`src/rtl/zvc_tile_sequencer.sv`:
```
// Tile sequencer for the zero-value compressor. It admits LIFM lines from the
// line buffer, issues one compressor capture per accepted line, follows each
// line through the fixed-latency compressor pipeline, and emits per-line
// non-zero counts downstream under a credit scheme. It also keeps a running
// non-zero total for the tile.
module zvc_tile_sequencer #(
   parameter int unsigned LINE_SIZE    = 32,
   parameter int unsigned CNT_WIDTH    = 6,
   parameter int unsigned PIPE_LATENCY = 2,
   parameter int unsigned NLINE_WIDTH  = 10,
   parameter int unsigned TOTAL_WIDTH  = 16,
   parameter int unsigned CREDITS      = 4
) (
   input  logic                   clk,
   input  logic                   reset_n,
   input  logic [NLINE_WIDTH-1:0] cfg_num_lines,
   input  logic                   start,
   output logic                   busy,
   output logic                   done,
   input  logic                   in_valid,
   output logic                   in_ready,
   output logic                   comp_en,
   input  logic [CNT_WIDTH-1:0]   comp_nz_cnt,
   output logic                   out_valid,
   output logic                   out_last,
   output logic [CNT_WIDTH-1:0]   out_nz_cnt,
   input  logic                   credit_return,
   output logic [TOTAL_WIDTH-1:0] total_nz,
   output logic                   err
);

   localparam int unsigned CRW = $clog2(CREDITS + 1);

   // Elaboration-time parameter sanity checks
   if (CNT_WIDTH < $clog2(LINE_SIZE) + 1) begin : g_bad_cnt_width
      $error("CNT_WIDTH too narrow to hold a full line count");
   end
   if (PIPE_LATENCY < 1) begin : g_bad_latency
      $error("PIPE_LATENCY must be at least 1");
   end

   typedef enum logic [1:0] {
      S_IDLE,
      S_RUN,
      S_DRAIN,
      S_DONE
   } state_t;

   state_t                  r_state;
   state_t                  w_state_nxt;
   logic [NLINE_WIDTH-1:0]  r_num;
   logic [NLINE_WIDTH-1:0]  r_issued;
   logic [NLINE_WIDTH-1:0]  r_retired;
   logic [CRW-1:0]          r_credits;
   logic [PIPE_LATENCY-1:0] r_vpipe;
   logic                    r_out_valid;
   logic                    r_out_last;
   logic [CNT_WIDTH-1:0]    r_out_nz;
   logic [TOTAL_WIDTH-1:0]  r_total;
   logic                    r_err;

   logic                    w_busy;
   logic                    w_done;
   logic                    w_in_ready;
   logic                    w_comp_en;
   logic                    w_start_acc;
   logic                    w_tap;
   logic                    w_issue_last;
   logic                    w_retire_last;

   // The line whose count is on comp_nz_cnt this cycle
   assign w_tap         = r_vpipe[PIPE_LATENCY-1];
   assign w_issue_last  = (r_issued  == r_num - NLINE_WIDTH'(1));
   assign w_retire_last = (r_retired == r_num - NLINE_WIDTH'(1));
   assign w_comp_en     = in_valid & w_in_ready;

   // State register
   always_ff @(posedge clk or negedge reset_n) begin
      if (!reset_n) begin
         r_state <= S_IDLE;
      end else begin
         r_state <= w_state_nxt;
      end
   end

   // Next-state decode and handshake/status outputs
   always_comb begin
      w_state_nxt = r_state;
      w_busy      = 1'b1;
      w_done      = 1'b0;
      w_in_ready  = 1'b0;
      w_start_acc = 1'b0;
      case (r_state)
         S_IDLE: begin
            w_busy = 1'b0;
            if (start) begin
               w_start_acc = 1'b1;
               w_state_nxt = (cfg_num_lines == '0) ? S_DONE : S_RUN;
            end
         end
         S_RUN: begin
            w_in_ready = (r_credits != '0) && (r_issued < r_num);
            if (in_valid && w_in_ready && w_issue_last) begin
               w_state_nxt = S_DRAIN;
            end
         end
         S_DRAIN: begin
            if (w_tap && w_retire_last) begin
               w_state_nxt = S_DONE;
            end
         end
         S_DONE: begin
            w_done      = 1'b1;
            w_state_nxt = S_IDLE;
         end
         default: begin
            w_state_nxt = S_IDLE;
         end
      endcase
   end

   // Valid shift register mirroring the compressor pipeline
   if (PIPE_LATENCY == 1) begin : g_pipe1
      always_ff @(posedge clk or negedge reset_n) begin
         if (!reset_n) begin
            r_vpipe <= '0;
         end else begin
            r_vpipe <= w_comp_en;
         end
      end
   end else begin : g_pipen
      always_ff @(posedge clk or negedge reset_n) begin
         if (!reset_n) begin
            r_vpipe <= '0;
         end else begin
            r_vpipe <= {r_vpipe[PIPE_LATENCY-2:0], w_comp_en};
         end
      end
   end

   // Tile counters, accumulator and registered per-line result
   always_ff @(posedge clk or negedge reset_n) begin
      if (!reset_n) begin
         r_num       <= '0;
         r_issued    <= '0;
         r_retired   <= '0;
         r_total     <= '0;
         r_out_valid <= 1'b0;
         r_out_last  <= 1'b0;
         r_out_nz    <= '0;
      end else begin
         if (w_start_acc) begin
            r_num     <= cfg_num_lines;
            r_issued  <= '0;
            r_retired <= '0;
            r_total   <= '0;
         end else begin
            if (w_comp_en) begin
               r_issued <= r_issued + NLINE_WIDTH'(1);
            end
            if (w_tap) begin
               r_retired <= r_retired + NLINE_WIDTH'(1);
               r_total   <= r_total + TOTAL_WIDTH'(comp_nz_cnt);
            end
         end
         r_out_valid <= w_tap;
         r_out_last  <= w_tap & w_retire_last;
         if (w_tap) begin
            r_out_nz <= comp_nz_cnt;
         end
      end
   end

   // Downstream credit counter with sticky overflow flag
   always_ff @(posedge clk or negedge reset_n) begin
      if (!reset_n) begin
         r_credits <= CRW'(CREDITS);
         r_err     <= 1'b0;
      end else if (w_comp_en && !credit_return) begin
         r_credits <= r_credits - CRW'(1);
      end else if (credit_return && !w_comp_en) begin
         if (r_credits == CRW'(CREDITS)) begin
            r_err <= 1'b1;
         end else begin
            r_credits <= r_credits + CRW'(1);
         end
      end
   end

   assign busy       = w_busy;
   assign done       = w_done;
   assign in_ready   = w_in_ready;
   assign comp_en    = w_comp_en;
   assign out_valid  = r_out_valid;
   assign out_last   = r_out_last;
   assign out_nz_cnt = r_out_nz;
   assign total_nz   = r_total;
   assign err        = r_err;

endmodule

```
`config.mk`:
```
export PLATFORM = sky130hd
export DESIGN_NAME = zvc_tile_sequencer
export DESIGN_NICKNAME = d
export VERILOG_FILES = /design/src/rtl/zvc_tile_sequencer.sv
export SDC_FILE = /design/constraint.sdc
export NUM_CORES = 1
export LEC_CHECK = 0
export CAP_MARGIN = 20
export CORE_UTILIZATION = 50
export CTS_BUF_LIST = sky130_fd_sc_hd__clkbuf_8
export DETAILED_ROUTE_END_ITERATION = 10
export HOLD_SLACK_MARGIN = 0.12
export PLACE_DENSITY = 0.76
export REMOVE_ABC_BUFFERS = 1
export SLEW_MARGIN = 30
export SYNTH_ARGS = -nofsm -noshare
export SYNTH_HDL_FRONTEND = slang
export SYNTH_SLANG_ARGS = --single-unit
```
`constraint.sdc`:
```
create_clock -name clk -period 3 [get_ports clk]
set_clock_uncertainty 0.1 [all_clocks]
set_input_delay 0.45 -clock clk [delete_from_list [all_inputs] [get_ports clk]]
set_output_delay 0.45 -clock clk [all_outputs]
set_load 0.005 [all_outputs]
```
==> impl_metrics.csv, run 1 <==
group,metric,value,unit
run_status,status,"completed",
worst_hold_path,hold_path_end,"r_vpipe[1]$_DFF_PN0_",
yosys,synth_compound_area_share,12.89,%
floorplanning,initial_core_util,51.64,%
floorplanning,io_pins,50,
yosys,synth_xor_area_share,11.53,%
cells_and_area,area.growth.synth_to_final,25.56,%
cells_and_area,utilization,64.84,%
drt,first_iter_violations,211,
worst_setup_path,end_kind,"output port",
timing,report.final.slew_viol_count,0,
power,ir_worst_vdd,0.4820,mV
timing,max_freq,345.9,MHz
worst_hold_path,hp-class,"reg -> reg",
global_routing,first_global_vias,3349,
power,p_sw_share,40.23,%
worst_setup_path,start_kind,"flop",
power,clock_power_share,17.2,%
drt,vias_per_cell,5.583,
yosys,synthAdderAreaFrac,9.203,%
placed_design,placed_cells,583,
drt,ant_nets,0,
job,maxCapViolations,0,
placed_design,io_buffers,49,
cells_and_area,final_area,4985,um^2
yosys,synth-seq-cells,62,
cells_and_area,drive_above_1_share,14.74,%
floorplanning,die_h,91.11,um
drt,wl,9458,um
drt,post_drt_wl_per_cell,15.66,um
worst_setup_path,cp.required,2.45,ns
yosys,syn_area,3970,um^2
clock_network,clock-sinks,62,
power,p_comb_share,53.8,%
clock_network,cts_made_buffers,9,
yosys,synth-seq-area-share,39.11,%
worst_setup_path,cp_max_fo,2,
floorplanning,die_w,91.11,um
timing,min_period,2.891,ns
drt,drcViolationCount,0,
cells_and_area,num-nets-final,546,
placed_design,placed_cell_area,4717,um^2
yosys,synthFlopType,"dfrtp_1",
worst_setup_path,critPathKind,"reg -> out",
yosys,synth_top_family_by_area,"simple AND/OR/NAND/NOR gates",
power,p_leak,2.212,nW
worst_setup_path,arrival,2.34,ns
global_routing,grt_pass1_wl,15750,um
worst_setup_path,startpoint,"r_num[3]$_DFFE_PN0P_",
timing,setup_viol,0,
worst_setup_path,reg2regPathDepth,9,
global_routing,antenna_found_initial,0,
clock_network,cts_buffer_depth,2,
drt,vias,3372,
power,intPower,2.601,mW
timing,post-route-period-util,96.36,%
worst_setup_path,timing.rr.end,"r_state[0]$_DFFE_PN0P_",
power,power_density,873.0,nW/um^2
worst_setup_path,r2r_slack,0.20,ns
yosys,async_reset_ff_share,100.0,%
floorplanning,core,7687,um^2
cells_and_area,diodes,0,
worst_setup_path,r2r-start,"r_num[1]$_DFFE_PN0P_",
clock_network,cts_max_level,3,
placed_design,dp_hpwl,6829,um
floorplanning,rows,32,
timing,worstMarginPinSlew,0.6250,ns
clock_network,root_buffer,"clkbuf_8",
drt,drt_first_pass_iters,4,
placed_design,gp_congestion,0.8198,
timing,hold_viol_final,0,
worst_hold_path,worstHoldPathCells,0,
clock_network,cts_tree,"done",
timing,holdWs,0.2553,ns
yosys,synthCells,422,
clock_network,clk_latency,0.35,ns
clock_network,clkTransAtPathRegs,0.07,ns
worst_hold_path,worstHoldStart,"r_vpipe[0]$_DFF_PN0_",
yosys,synth_edf_count,0,
power,seq_power_share,29.0,%
yosys,ys_warn_count,0,
cells_and_area,layoutNonFillerInstCount,604,
yosys,synth_simple_gate_area_share,18.59,%
global_routing,grt_max_degree,42,
yosys,avgSynthCellArea,9.408,um^2
floorplanning,dieArea,8300,um^2
timing,slew_headroom,58.33,%
yosys,synth.area.mux_share,4.003,%
global_routing,overflow,0,
global_routing,grt_usage,24.05,%
power,switchingPower,1.751,mW
yosys,synth.distinct_cells,58,
## per-stage QoR
stage | power, mW | TNS (ns) | setup WS [ns]
floorplan | 2.692 | -0.05230 | -0.05230
global placement | 3.431 | 0 | 0.08781
detailed placement | 3.515 | -0.01185 | -0.01185
CTS | 4.317 | 0 | 0.1162
global route | 4.676 | -0.009481 | -0.009481
finish | 4.352 | 0 | 0.1093
## flip-flops by register name, indices dropped and copies added, names as in the netlist
signal,cells
out_last,1
err,1
out_valid,1
out_nz_cnt,6
r_vpipe,2
r_num,10
total_nz,16
r_state,2
r_retired,10
r_issued,10
r_credits,3
## synth_stat cells, types with 3 or more instances
library cell | count | share of area [%]
buf_1 | 4 | 0.38
o2111ai_1 | 3 | 0.66
inv_1 | 27 | 2.6
mux2i_1 | 8 | 2.0
nor4_1 | 12 | 1.9
a21o_1 | 3 | 0.57
clkbuf_1 | 11 | 1.0
or3_1 | 6 | 0.95
nand2_1 | 30 | 2.8
xor2_1 | 19 | 4.2
nand2b_1 | 4 | 0.63
and3_1 | 8 | 1.3
nand4_1 | 10 | 1.6
nor2_1 | 43 | 4.1
mux2_2 | 7 | 2.0
o31ai_1 | 3 | 0.57
dfrtp_1 | 61 | 38
nor2b_1 | 3 | 0.47
and2_1 | 4 | 0.63
nor3_1 | 5 | 0.63
a22oi_1 | 3 | 0.57
o21ai_0 | 26 | 3.3
ha_1 | 26 | 8.2
a21oi_1 | 15 | 1.9
o211ai_1 | 3 | 0.57
nand3_1 | 13 | 1.6
xnor2_1 | 25 | 5.5
## layer usage
metal / up-vias / global-route usage (%) / wire length [um]
met4: 0 / 10.71 / 176
li1: 1647 / - / -
met3: 16 / 3.266 / 403
met2: 69 / 39.58 / 4621
met5: - / 0 / 0
met1: 1640 / 31.66 / 4257
## power by group through the flow
stage	Sequential, mW	Clock (mW)	Combinational (mW)
6_report	1.26	0.749	2.34
5_1_grt	1.29	0.790	2.59
4_1_cts	1.26	0.751	2.31
3_5_place_dp	1.28	0	2.23
3_3_place_gp	1.27	0	2.16
2_1_floorplan	1.36	0	1.33
## logic make-up (layout without fill, tap and decap cells)
| family | count (synthesis) | count (layout) |
|---|---|---|
| compound gates | 77 | 77 |
| fa+ha+maj | 28 | 28 |
| buf+inv | 46 | 126 |
| flops | 62 | 62 |
| simple gates | 147 | 147 |
| xor+xnor | 47 | 47 |
| mux | 15 | 15 |
## final cells by class
type,instances,area [um^2]
repair buffers,82,740.7
well taps,102,127.6
multi-input cells,314,2258
clock buffers,9,123.9
fillers,609,2703
flip-flops and latches,62,1554
inverters,28,106.4
clock inverters,7,73.82
## cells in the final DEF, fill, tap and decap left out, types with 3 or more instances in the layout
cell	synthesis	layout
dfrtp_1	61	60
clkdlybuf4s50_1	0	47
nor2_1	43	43
buf_4	1	32
nand2_1	30	30
inv_1	27	26
xnor2_1	25	25
o21ai_0	26	25
ha_1	26	25
xor2_1	19	19
a21oi_1	15	15
nand3_1	13	13
nor4_1	12	11
nand4_1	10	10
clkbuf_8	0	9
and3_1	8	8
mux2i_1	8	8
mux2_2	7	7
or3_1	6	6
nor3_1	5	5
nand2b_1	4	4
nor2b_1	3	3
a21o_1	3	3
o211ai_1	3	3
clkinv_2	0	3
o31ai_1	3	3
and2_1	4	3
o2111ai_1	3	3
a22oi_1	3	3
## worst max path at each step
stage / slack (ns) / depth (start not counted) / endpoint
3_3_place_gp: 0.09 / 11 / total_nz[12]$_DFFE_PN0P_
5_1_grt: -0.009 / 12 / r_credits[2]$_DFFE_PN1P_
6_report: 0.11 / 8 / in_ready
3_5_place_dp: -0.01 / 11 / total_nz[12]$_DFFE_PN0P_
4_1_cts: 0.12 / 9 / r_state[0]$_DFFE_PN0P_
2_1_floorplan: -0.05 / 14 / r_credits[2]$_DFFE_PN1P_
## timing repair
action / CTS / global route
pin swaps: 2 / 3
buffers inserted: 3 / 1
hold endpoints to repair: 38 / 0
hold buffers: 1 / 0
endpoints found under the setup margin: 1 / 3
resized for setup: 6 / 5
## worst max-delay path, stage by stage, from the launching register on
cell	delay [ns]
dfrtp_1	0.36
inv_1	0.07
ha_1	0.31
and4_1	0.19
o21ai_1	0.08
a41o_1	0.22
buf_4	0.12
and3_1	0.15
clkdlybuf4s50_1	0.49
(Power assumes the default switching activity.)
==> run 2: changes to the inputs <==
--- a/config.mk
+++ b/config.mk
@@ -9,7 +9,6 @@
 export CORE_UTILIZATION = 50
 export CTS_BUF_LIST = sky130_fd_sc_hd__clkbuf_8
 export DETAILED_ROUTE_END_ITERATION = 10
-export HOLD_SLACK_MARGIN = 0.12
 export PLACE_DENSITY = 0.76
 export REMOVE_ABC_BUFFERS = 1
 export SLEW_MARGIN = 30
==> results of run 2 <==
The final DEF is identical to that of run 1; final timing and power are the same.
==> run 3: changes to the inputs <==
--- a/config.mk
+++ b/config.mk
@@ -9,7 +9,9 @@
 export CORE_UTILIZATION = 50
 export CTS_BUF_LIST = sky130_fd_sc_hd__clkbuf_8
 export DETAILED_ROUTE_END_ITERATION = 10
-export PLACE_DENSITY = 0.76
+export DONT_BUFFER_PORTS = 1
+export HOLD_SLACK_MARGIN = 0.12
+export PLACE_DENSITY = 0.68
 export REMOVE_ABC_BUFFERS = 1
 export SLEW_MARGIN = 30
 export SYNTH_ARGS = -nofsm -noshare
==> run 3 against run 2 <==
Effect of this change: critical path depth grew 6; clock-buffer cell count grew 2; via count shrank 3.7%; global-route usage fell by 0.92 points; sequential power about the same; critical path type is now reg -> reg; largest power group unchanged.
==> impl_metrics.csv, run 3 (synthesis gave the netlist of run 1 again) <==
group,metric,value,unit
power,power_density,910.3,nW/um^2
timing,worstMarginPinSlew,0.6921,ns
cells_and_area,final_cell_mix,"dfrtp_1 (61), nor2_1 (43), nand2_1 (30)",
clock_network,cts_buffer_depth,2,
floorplanning,die_w,91.11,um
clock_network,root_buffer,"clkbuf_8",
drt,post_drt_wl_per_cell,16.39,um
run_status,status,"completed",
placed_design,placed_cell_area,4177,um^2
clock_network,clock-sinks,62,
drt,wl,8965,um
global_routing,antenna_found_initial,0,
timing,slew_headroom,53.86,%
drt,drcViolationCount,0,
worst_setup_path,end_kind,"flop",
cells_and_area,area.growth.synth_to_final,11.85,%
placed_design,gp_congestion,0.8681,
placed_design,dp_hpwl,6460,um
timing,setup_tns,0,ns
clock_network,clkTransAtPathRegs,0.08,ns
global_routing,grt_usage,23.14,%
worst_setup_path,start_kind,"flop",
global_routing,grt_pass1_wl,15040,um
global_routing,first_global_vias,3220,
floorplanning,rows,32,
timing,post-route-period-util,96.32,%
drt,vias,3246,
floorplanning,die_h,91.11,um
floorplanning,io_pins,50,
cells_and_area,layoutNonFillerInstCount,547,
clock_network,clk_latency,0.35,ns
drt,ant_nets,0,
power,p_leak,1.992,nW
worst_hold_path,hp-class,"in -> reg",
global_routing,grt_max_degree,63,
global_routing,grtUsageMet3,4.606,%
power,ir_worst_vdd,0.3765,mV
job,maxCapViolations,0,
worst_setup_path,cp_max_fo,4,
floorplanning,core,7687,um^2
global_routing,groute.layer.met1.usage,29.50,%
cells_and_area,drive_above_1_share,12.81,%
clock_network,cts_tree,"done",
worst_setup_path,cp.required,3.17,ns
clock_network,cts_made_buffers,9,
placed_design,placed_cells,527,
floorplanning,dieArea,8300,um^2
worst_setup_path,critPathKind,"reg -> reg",
timing,report.final.slew_viol_count,0,
clock_network,cts_max_level,3,
cells_and_area,largest_register_ffs,16,
worst_setup_path,arrival,3.06,ns
drt,drt_first_pass_iters,4,
timing,max_freq,346.1,MHz
global_routing,met2_usage,37.37,%
cells_and_area,final.fill_count,701,
timing,hold_viol_final,0,
cells_and_area,num-nets-final,489,
cells_and_area,diodes,0,
timing,min_period,2.890,ns
cells_and_area,final_area,4441,um^2
cells_and_area,final_common_cell,"dfrtp_1",
floorplanning,initial_core_util,51.64,%
global_routing,overflow,0,
global_routing,top_usage_layer,"met2",
cells_and_area,utilization,57.76,%
timing,setup_viol,0,
timing,rsz0062_at_grt,"true",
drt,vias_per_cell,5.934,
placed_design,io_buffers,0,
drt,first_iter_violations,205,
-- run 3: repair_timing --
item / 4_1_cts / 5_1_grt
setup buffers: 0 / 2
resized for setup: 0 / 1
hold buffers: 2 / 0
endpoints found under the setup margin: 0 / 3
endpoints found under the hold margin: 62 / 0
-- run 3: power breakdown --
group | total [mW] | internal (mW) | switching (mW)
sequential | 1.28 | 1.07 | 0.206
clock | 0.779 | 0.429 | 0.350
combinational | 1.98 | 0.881 | 1.10
total | 4.04 | 2.39 | 1.66
-- run 3: area by class of cell --
type | count | area (um^2) | share of cell area, %
Multi-Input combinational cell | 314 | 2236 | 50.35
Sequential cell | 62 | 1553 | 34.97
Timing Repair Buffer | 25 | 210.2 | 4.734
Clock buffer | 11 | 151.4 | 3.409
Tap cell | 102 | 127.6 | 2.874
Inverter | 28 | 105.1 | 2.367
Clock inverter | 5 | 57.56 | 1.296
-- run 3: per-layer routing --
metal	share of wire, %	vias up
met5	0	-
met4	2.8	0
met3	4.2	22
met2	48	107
met1	45	1574
li1	-	1543
-- run 3: final timing paths --
| check | start | end | slack [ns] | depth (start not counted) |
|---|---|---|---|---|
| max reg2reg | r_num[4]$_DFFE_PN0P_ | r_credits[2]$_DFFE_PN1P_ | 0.11 | 14 |
| max | r_num[4]$_DFFE_PN0P_ | r_credits[2]$_DFFE_PN1P_ | 0.11 | 14 |
| min reg2reg | r_vpipe[0]$_DFF_PN0_ | r_vpipe[1]$_DFF_PN0_ | 0.26 | 0 |
| min in group asynchronous | reset_n | r_retired[5]$_DFFE_PN0P_ | 0.53 | 2 |
| min | cfg_num_lines[7] | r_num[7]$_DFFE_PN0P_ | 0.13 | 2 |
| max in group asynchronous | reset_n | r_credits[2]$_DFFE_PN1P_ | 1.95 | 2 |
-- run 3: worst max-delay path: stages, from the launching register on --
cell and delay [ns]:
dfrtp_1 0.38, inv_1 0.09, ha_1 0.31, and4_1 0.20, o21ai_0 0.08, a41o_1 0.25
nand4_1 0.13, clkinv_1 0.09, ha_2 0.20, inv_1 0.07, fa_1 0.42, nor4_1 0.24
a21oi_1 0.07, nor2_1 0.10, a221oi_1 0.06
-- run 3: stage by stage --
| stage | total power [mW] | worst slack, ns | hold slack [ns] |
|---|---|---|---|
| 2_1_floorplan | 2.692 | -0.05230 | 0.05441 |
| 3_3_place_gp | 3.153 | 0.1518 | 0.05678 |
| 3_5_place_dp | 3.218 | 0.04004 | 0.05615 |
| 4_1_cts | 4.032 | 0.02593 | 0.1275 |
| 5_1_grt | 4.345 | -0.03786 | 0.1334 |
| 6_report | 4.042 | 0.1105 | 0.1311 |
==> patch, RTL diff (settings of run 2) <==
Set the parameter `PIPE_LATENCY` to 1 (it was 2).
--- a/src/rtl/zvc_tile_sequencer.sv
+++ b/src/rtl/zvc_tile_sequencer.sv
@@ -7,5 +7,5 @@
    parameter int unsigned LINE_SIZE    = 32,
    parameter int unsigned CNT_WIDTH    = 6,
-   parameter int unsigned PIPE_LATENCY = 2,
+   parameter int unsigned PIPE_LATENCY = 1,
    parameter int unsigned NLINE_WIDTH  = 10,
    parameter int unsigned TOTAL_WIDTH  = 16,
Function: changed (a bounded check fails within 4 cycles, from zero or initial values and one cycle with reset_n low).
==> patch against run 2 <==
The flow now finishes with violations (negative setup slack). Die area decreased by 4.5%. Area after synthesis shrank 4.6%. Clock power is 12% higher. Wire length decreased by 2.0%. Critical path depth up 5. Combinational power is 5% lower. Total power fell by 0.50%. Sequential cell count down 1. Sequential share of layout area shrank 0.17 points. Non-clock buffer count decreased by 3. Worst setup slack worse by 190 ps. Worst hold slack lost 200 ps. Final area decreased by 1.2%.
==> patch: results (changes against run 2) <==
Status:
- The run finished, with violations left.
- The checks that failed: negative setup slack.

Power:
- The largest vdd supply drop is 0.0003770 V (-22%).
- The combinational power share is 51.5% (-2.3 points).
- The overall power after layout is 0.004330 W (-0.50%).

Critical path:
- In this run the worst setup path begins at r_issued[9].
- The end point of the critical path is r_credits[2].
- The maximum fanout along the worst path is 4 (+2).
- The cell with the biggest individual delay on the critical path is sky130_fd_sc_hd__dfrtp_1.
- The worst path arrival time is 3230 ps (+890 ps).
- The largest incremental delay on the critical path is 430 ps (-60 ps).

Place:
- The detailed placer's ending HPWL is 6.483 mm (-5.1%).
- The pre-CTS worst setup slack was -184.1 ps (-172.2 ps).
- The weighted congestion reported at the end of routability-driven placement is 0.8488 (+3.5%).

Min path:
- The path class of the tightest hold or removal check is input port to asynchronous set/reset pin.

Global routing:
- The met3 routing resource usage after global routing is 3.601% (+0.33 points).
- The largest net degree at the start of global routing is 40 (-4.8%).
- The via count of the first global-routing pass is 3,071 (-8.3%).
- The overall fraction of global-route tracks in use came to 24.21% (+0.15 points).
- The met2 track demand over resource is 39.93% (+0.35 points).
- The global routing usage on met1 is 31.09% (-0.57 points).

Drt:
- The first-pass detailed-route iteration total is 7 (+3).
- The met3 layer wire length in the routed design is 339 um (-16%).
- The met1 routed wirelength after detailed routing came to 3.967 mm (-6.8%).
- The per-cell routed wire length is 15.76 um (+0.67%).
- The first-iteration detailed-routing DRC count is 145 (-31%).

STA:
- The post-route worst setup slack is -77.65 ps (-186.9 ps).
- The setup TNS came to -77.65 ps (-77.65 ps).
- The worst slew slack as a fraction of its limit is 47.69% (-11 points).
- The final setup violation count came to 1 (+1).

Yosys:
- The portion of the post-synthesis area used by sequential elements came to 40.35% (+1.2 points).
- The count of different cell masters after synthesis came to 55 (-5.2%).
- The count of mapped cells out of synthesis is 407 (-3.6%).
- The commonest cells after synthesis are 60 x sky130_fd_sc_hd__dfrtp_1, 40 x sky130_fd_sc_hd__nor2_1, 36 x sky130_fd_sc_hd__inv_1, 28 x sky130_fd_sc_hd__nand2_1, 26 x sky130_fd_sc_hd__ha_1.

Final layout:
- The net total in the final layout is 533 (-2.4%).
- The share of layout cells above drive strength 1 was 16.36% (+1.6 points).
- The number of filler cells placed in the layout is 582 (-4.4%).

Clocking:
- The total of cells resized after clock tree synthesis was 4 (-2).
-- patch: cell type report --
type | count | area share, %
Sequential cell | 61 | 31.01
Timing Repair Buffer | 79 | 14.96
Multi-Input combinational cell | 297 | 44.13
Clock inverter | 5 | 1.524
Tap cell | 99 | 2.514
Inverter | 36 | 2.793
Clock buffer | 11 | 3.073
-- patch: critical path: cells and delay by family, from the launching register on --
family | cells | cell delay, ps
fa+ha+maj | 3 | 830
compound gates | 4 | 680
simple gates | 3 | 610
flops | 1 | 430
buf+inv | 3 | 350
-- patch: worst min path at each step --
stage	startpoint	cells past startpoint	endpoint	slack, ps
floorplan	reset_n	0	err	50
global placement	err	1	err	360
detailed placement	err	1	err	360
CTS	reset_n	1	out_last	70
global route	reset_n	1	total_nz[11]	110
finish	reset_n	1	out_last	50
-- patch: logic make-up after synthesis --
family	share of synthesized area, %
xor gates and xnor gates	9.253
buffers and inverters	5.089
AOI/OAI and AO/OA	14.01
DFF	40.35
adders and majority gates	9.650
muxes	4.462
and+or+nand+nor	17.18
